[src/rtl/coin_change_dispenser_pkg.sv]
// Shared vending-controller types: FSM states, coin selection and coin values
// expressed in 5-unit steps. Used by the change dispenser and the coin acceptor.
package coin_pkg;

  typedef enum logic [2:0] {
    IDLE,
    SEL,
    PULSE,
    GAP,
    DONE
  } state_t;

  typedef enum logic [1:0] {
    NONE,
    C5,
    C10
  } coin_t;

  localparam int COIN5_STEPS  = 1;
  localparam int COIN10_STEPS = 2;

  function automatic int max_int(input int a, input int b);
    return (a > b) ? a : b;
  endfunction

endpackage

[src/rtl/coin_change_dispenser_if.sv]
// Change-request channel between the vending controller and the dispenser.
interface coin_change_dispenser_if #(
  parameter int AMT_W = 4
);

  // A request transfers on a rising clk edge where req_valid && req_ready are
  // both high; req_amt is sampled at that edge. req_valid may be held or dropped
  // freely while req_ready is low. done pulses for one cycle when the request
  // ends, and short/rem_amt are valid in that same cycle.
  logic             req_valid;
  logic [AMT_W-1:0] req_amt;
  logic             req_ready;
  logic             done;
  logic             short;
  logic [AMT_W-1:0] rem_amt;

  modport master (
    output req_valid,
    output req_amt,
    input  req_ready,
    input  done,
    input  short,
    input  rem_amt
  );

  modport slave (
    input  req_valid,
    input  req_amt,
    output req_ready,
    output done,
    output short,
    output rem_amt
  );

endinterface

[src/rtl/coin_change_dispenser_eject_pulse_timer.sv]
// Down-counter for solenoid pulse and gap timing: load a length, expire is high
// in the last cycle of the interval.
module eject_pulse_timer #(
  parameter int W = 3
) (
  input  logic         clk,
  input  logic         rst,
  input  logic         load,
  input  logic [W-1:0] load_val,
  output logic         expire
);

  logic [W-1:0] cnt;

  always_ff @(posedge clk) begin
    if (!rst) begin
      cnt <= '0;
    end else if (load) begin
      cnt <= load_val;
    end else if (cnt != '0) begin
      cnt <= cnt - W'(1);
    end
  end

  // A value of 1 marks the final cycle, so an interval of N lasts exactly N cycles.
  assign expire = (cnt == W'(1));

endmodule

[src/rtl/coin_change_dispenser.sv]
// Change dispenser: pays a request out as 10- and 5-coins with timed solenoid
// pulses and tracks tube inventory. Define COIN_DISP_REFILL_EN to add tube refill ports.
module coin_change_dispenser
  import coin_pkg::*;
#(
  parameter int PULSE_W = 4,
  parameter int GAP_W   = 2,
  parameter int AMT_W   = 4,
  parameter int CNT_W   = 8,
  parameter int INIT5   = 20,
  parameter int INIT10  = 20
) (
  input  logic                    clk,
  input  logic                    rst,
  coin_change_dispenser_if.slave  bus,
  output logic                    eject5,
  output logic                    eject10,
  output logic [CNT_W-1:0]        inv5,
  output logic [CNT_W-1:0]        inv10,
  output state_t                  state_dbg
`ifdef COIN_DISP_REFILL_EN
  ,
  input  logic                    load,
  input  logic [CNT_W-1:0]        load5,
  input  logic [CNT_W-1:0]        load10
`endif
);

  localparam int TW = $clog2(max_int(PULSE_W, GAP_W) + 1);

  state_t           state;
  coin_t            pick;
  logic [AMT_W-1:0] remaining;
  logic             ready_q;
  logic             done_q;
  logic             short_q;
  logic [AMT_W-1:0] rem_q;
  logic             accept;
  logic             tmr_load;
  logic [TW-1:0]    tmr_val;
  logic             expire;

`ifdef COIN_DISP_REFILL_EN
  // A refill takes the IDLE cycle, so the request is held off until it is done.
  assign bus.req_ready = ready_q & ~load;
`else
  assign bus.req_ready = ready_q;
`endif

  assign bus.done    = done_q;
  assign bus.short   = short_q;
  assign bus.rem_amt = rem_q;
  assign state_dbg   = state;
  assign accept      = (state == IDLE) && bus.req_valid && bus.req_ready;

  // Largest coin first; a lone odd step can only be paid by a 5-coin.
  always_comb begin
    pick = NONE;
    if (remaining >= AMT_W'(COIN10_STEPS) && inv10 != '0) begin
      pick = C10;
    end else if (remaining >= AMT_W'(COIN5_STEPS) && inv5 != '0) begin
      pick = C5;
    end
  end

  always_comb begin
    tmr_load = 1'b0;
    tmr_val  = TW'(GAP_W);
    if (state == SEL && pick != NONE) begin
      tmr_load = 1'b1;
      tmr_val  = TW'(PULSE_W);
    end else if (state == PULSE && expire) begin
      tmr_load = 1'b1;
    end
  end

  eject_pulse_timer #(
    .W(TW)
  ) u_timer (
    .clk      (clk),
    .rst      (rst),
    .load     (tmr_load),
    .load_val (tmr_val),
    .expire   (expire)
  );

  always_ff @(posedge clk) begin
    if (!rst) begin
      state     <= IDLE;
      remaining <= '0;
      ready_q   <= 1'b1;
      done_q    <= 1'b0;
      short_q   <= 1'b0;
      rem_q     <= '0;
      eject5    <= 1'b0;
      eject10   <= 1'b0;
      inv5      <= CNT_W'(INIT5);
      inv10     <= CNT_W'(INIT10);
    end else begin
      done_q <= 1'b0;
      case (state)
        IDLE: begin
`ifdef COIN_DISP_REFILL_EN
          if (load) begin
            inv5  <= load5;
            inv10 <= load10;
          end
`endif
          if (accept) begin
            remaining <= bus.req_amt;
            ready_q   <= 1'b0;
            state     <= SEL;
          end
        end
        SEL: begin
          // Inventory drops in the commit cycle, so a tube can never underflow.
          case (pick)
            C10: begin
              remaining <= remaining - AMT_W'(COIN10_STEPS);
              inv10     <= inv10 - CNT_W'(1);
              eject10   <= 1'b1;
              state     <= PULSE;
            end
            C5: begin
              remaining <= remaining - AMT_W'(COIN5_STEPS);
              inv5      <= inv5 - CNT_W'(1);
              eject5    <= 1'b1;
              state     <= PULSE;
            end
            default: begin
              done_q  <= 1'b1;
              short_q <= (remaining != '0);
              rem_q   <= remaining;
              state   <= DONE;
            end
          endcase
        end
        PULSE: begin
          if (expire) begin
            eject5  <= 1'b0;
            eject10 <= 1'b0;
            state   <= GAP;
          end
        end
        GAP: begin
          if (expire) begin
            state <= SEL;
          end
        end
        DONE: begin
          ready_q <= 1'b1;
          state   <= IDLE;
        end
        default: begin
          eject5  <= 1'b0;
          eject10 <= 1'b0;
          ready_q <= 1'b1;
          state   <= IDLE;
        end
      endcase
    end
  end

endmodule

[src/flat_wrapper.sv]
// flat-port wrapper written by rule: the top's interface ports become plain ports
module coin_change_dispenser_flat import coin_pkg::*;
#(
  parameter int PULSE_W = 4,
  parameter int GAP_W   = 2,
  parameter int AMT_W   = 4,
  parameter int CNT_W   = 8,
  parameter int INIT5   = 20,
  parameter int INIT10  = 20
)
  (clk, rst, eject5, eject10, inv5, inv10, state_dbg, bus_req_valid, bus_req_amt, bus_req_ready, bus_done, bus_short, bus_rem_amt);
  coin_change_dispenser_if #(.AMT_W(AMT_W)) bus_i ();
  input  logic clk;
  input  logic rst;
  output logic eject5;
  output logic eject10;
  output logic [CNT_W-1:0] inv5;
  output logic [CNT_W-1:0] inv10;
  output state_t state_dbg;
  input wire logic [$bits(bus_i.req_valid)-1:0] bus_req_valid;
  input wire logic [$bits(bus_i.req_amt)-1:0] bus_req_amt;
  output wire logic [$bits(bus_i.req_ready)-1:0] bus_req_ready;
  output wire logic [$bits(bus_i.done)-1:0] bus_done;
  output wire logic [$bits(bus_i.short)-1:0] bus_short;
  output wire logic [$bits(bus_i.rem_amt)-1:0] bus_rem_amt;
  assign bus_i.req_valid = bus_req_valid;
  assign bus_i.req_amt = bus_req_amt;
  assign bus_req_ready = bus_i.req_ready;
  assign bus_done = bus_i.done;
  assign bus_short = bus_i.short;
  assign bus_rem_amt = bus_i.rem_amt;
  coin_change_dispenser #(.PULSE_W(PULSE_W), .GAP_W(GAP_W), .AMT_W(AMT_W), .CNT_W(CNT_W), .INIT5(INIT5), .INIT10(INIT10)) u_core (.clk(clk), .rst(rst), .bus(bus_i), .eject5(eject5), .eject10(eject10), .inv5(inv5), .inv10(inv10), .state_dbg(state_dbg));
endmodule
[config.mk]
export PLATFORM = sky130hd
export DESIGN_NAME = coin_change_dispenser_flat
export DESIGN_NICKNAME = d
export VERILOG_FILES = /design/src/rtl/coin_change_dispenser_pkg.sv /design/src/rtl/coin_change_dispenser_if.sv /design/src/rtl/coin_change_dispenser_eject_pulse_timer.sv /design/src/rtl/coin_change_dispenser.sv /design/src/flat_wrapper.sv
export SDC_FILE = /design/constraint.sdc
export NUM_CORES = 1
export LEC_CHECK = 0
export ABC_AREA = 1
export CELL_PAD_IN_SITES_DETAIL_PLACEMENT = 0
export CELL_PAD_IN_SITES_GLOBAL_PLACEMENT = 1
export CORE_ASPECT_RATIO = 1.25
export CORE_MARGIN = 2
export CORE_UTILIZATION = 37
export DETAILED_ROUTE_END_ITERATION = 16
export PLACE_DENSITY = 0.75
export REMOVE_ABC_BUFFERS = 1
export SYNTH_ARGS = -nofsm -noshare
export SYNTH_HDL_FRONTEND = slang
export SYNTH_SLANG_ARGS = --single-unit
export TNS_END_PERCENT = 20
[constraint.sdc]
create_clock -name clk -period 2 [get_ports clk]
set_input_delay 0.3 -clock clk [delete_from_list [all_inputs] [get_ports clk]]
set_output_delay 0.3 -clock clk [all_outputs]
set_load 0.05 [all_outputs]
==> summary.txt <==
Die area: 6030 sq um
Sw Pwr: 1.75 mW
Reg power frac: 0.275
Initial Utilization: 0.389
Max-slew violation count: 0
Rows: 29
Min Clock Period, post-route: 1.91 ns
Post-CTS setup repair buffer count: 0
Synth unique cells: 31
Area contributors post-synth: dfxtp_1 (35%), nand2_1 (11%), ha_1 (7.5%)
Critical Path Fanout Max: 6
Largest net degree at the start of global routing: 16
EDFF count, synth: 0
Tightest Pin Transition: 0.601 ns
Outcome: finished clean
Area of the multi-input gates: 1140 sq um
Remaining global-route overflow: 0
M1 wire length: 2.21 mm
Switching Fraction: 0.489
Final Cycle Share: 0.957
RSZ-0062 raised after global routing: no
CP Class: flop to output pin
Tightest Hold Check Type: flop to flop
Fillers: 536
PwrDens: 1420 nW/um^2
Clock Latency Late Sink: 0.29 ns
Final setup fails: 0
Core Util, Final: 0.489
WL met3: 143 um
DRC errors left: 0
Crit path required time: 1.70 ns
Startpoint Class: flop
Power, Total: 3.57 mW
Post-Syn Area per Cell: 7.16 sq um
Clk root buf: clkbuf_8
Post-DR vias/cell: 4.77
I/O pin cnt: 35
Register area: 702 sq um
Core area: 5150 sq um
Fraction of registers with async set/reset: 0
Delay of the slowest critical-path stage: 0.85 ns
Nets: 338
Highest Signal Layer: met4
Area delta synth->final: 25.7%
Fin cells: 382
Post-DR wirelength/cell: 11.9 um
Synth Register Bits: 35
First-pass GRT wire length: 7.58 mm
Longest Clk Path Bufs: 2
Iter 0 DRT Violations: 55
Htree depth: 2
Post-route ant nets: 0
CTS tree: built
Skew final: 0.00605 ns
Vias in the first global route: 1,680
Worst path cell trace: clkdlybuf4s50_1
CTS resizes: 0
P_leak: 1.15 nW
CTS buffer count: 5
Crit-path leading delay family: buffers and inverters
Ratio of cells with drive above 1 in the final layout: 0.113
Clk sinks: 35
Die Height: 86.3 um
Main flop type after synthesis: dfxtp_1
Critical path capture point type: output pin
VDD IR max: 539 uV
Max-slew headroom: 0.599
Crit path DAT: 1.61 ns
Final Hold Fails: 0
Diodes inserted: 0
Buf/Inv on CP: 1
Total instance count after detailed placement: 374
GR Util All Layers: 0.159
Metal2 WL: 2.12 mm
Internal power: 1.83 mW
Max Clk Rate: 0.523 GHz
Setup TNS: 0 ns
Yosys top cell area share: 0.350
Sequential-to-total area share from yosys stat: 0.350
Drt pass-1 iters: 4
Top cells by count, synth: nand2_1 (60), dfxtp_1 (35), inv_1 (32), nor2_1 (32), a21oi_1 (22)
Finished Cell Area: 2520 sq um
Vias: 1,821
Hold buffer count at CTS: 0
Initial antenna violation count: 0
Die span in x: 69.8 um
DP HPWL: 3.40 mm
Max-Cap Viols: 0
Clock network power share: 0.161
Yosys warns: 0
Post-Syn Instances: 280
CTS clk-pin slew, worst paths: 0.07 ns
CP max stage cell: clkdlybuf4s50_1
Mapped cell area: 2000 sq um
IO buf count: 34
Placed cell area: 2420 sq um
Gate power share: 0.564
WL final: 4.55 mm
RD Place Congestion: 0.801
Yosys top cell by area: dfxtp_1
Count leader, synth: nand2_1
## per-layer routing
layer	global-route usage	vias to the layer above
met2	0.267	27
met3	0.0395	7
met1	0.195	812
met5	0	-
met4	0.0629	0
li1	-	975
## cells by family (layout without fill, tap and decap cells)
group	Yosys count	in the layout	share of synthesized area
adder cells (fa/ha/maj)	12	12	0.0749
XOR/XNOR	8	8	0.0350
AO/OA/AOI/OAI	43	43	0.119
buffers and inverters	42	82	0.0812
AND/OR/NAND/NOR	140	140	0.341
flip-flops	35	35	0.350
## cell usage in the layout, fill, tap and decap left out
cell type,count
ha_1,12
o21ai_1,2
buf_4,2
o311ai_0,1
dfxtp_1,34
o211a_1,1
nand3_2,2
xnor2_1,3
clkdlybuf4s50_1,34
clkbuf_8,7
nand3_1,21
nor2_1,32
nor2_8,2
o31ai_1,1
xor2_1,5
dfxtp_2,1
a21oi_1,22
nor2_4,3
inv_1,32
a21oi_2,1
nand2_1,60
nand4_1,3
clkbuf_1,1
nor3_1,3
nand2_4,3
inv_2,6
nand3b_1,2
a31oi_1,2
nand2_2,6
o21ai_0,11
a211oi_1,2
nor2_2,2
or2_2,1
## power groups by stage
stage	clock network (mW)	registers (mW)	logic (mW)
detailed placement	0	0.999	2.03
finish	0.574	0.984	2.02
global route	0.619	1.01	2.27
global placement	0	0.999	2.04
floorplan	0	1.31	1.22
CTS	0.589	0.984	2.04
## registers in the layout, indices dropped and copies added, names as in the netlist
register / count
u_core.eject5: 1
u_core.u_timer.cnt: 3
u_core.bus.short: 1
u_core.inv5: 8
u_core.state_dbg: 3
u_core.bus.req_ready: 1
u_core.inv10: 8
u_core.remaining: 4
u_core.bus.rem_amt: 4
u_core.eject10: 1
u_core.bus.done: 1
## worst paths after layout
check	depth (start not counted)	to	from	slack, ns
max reg2reg	10	u_core.inv5[2]	u_core.remaining[0]	0.25
max	1	state_dbg[2]	u_core.state_dbg[2]	0.09
min	2	u_core.eject5	u_core.eject5	0.48
min reg2reg	2	u_core.eject5	u_core.eject5	0.48
## layout make-up
class                           instances  area share
Timing Repair Buffer                   36       0.141
Inverter                               38      0.0566
Sequential cell                        35       0.279
Clock buffer                            8      0.0397
Tap cell                               62      0.0308
Multi-Input combinational cell        203       0.453
## through the flow
| step | worst slack, ns | hold slack (ns) |
|---|---|---|
| 2_1_floorplan | 0.0463 | 0.384 |
| 3_3_place_gp | 0.161 | 0.466 |
| 3_5_place_dp | 0.197 | 0.473 |
| 4_1_cts | 0.0759 | 0.486 |
| 5_1_grt | 0.0328 | 0.505 |
| 6_report | 0.0867 | 0.479 |
## worst min-delay path, cell delays in order, from the launching register on
cell and delay [ns]:
dfxtp_1 0.32, nand2_1 0.06, a21oi_1 0.05
No activity file was read; power rests on OpenSTA's default activity.
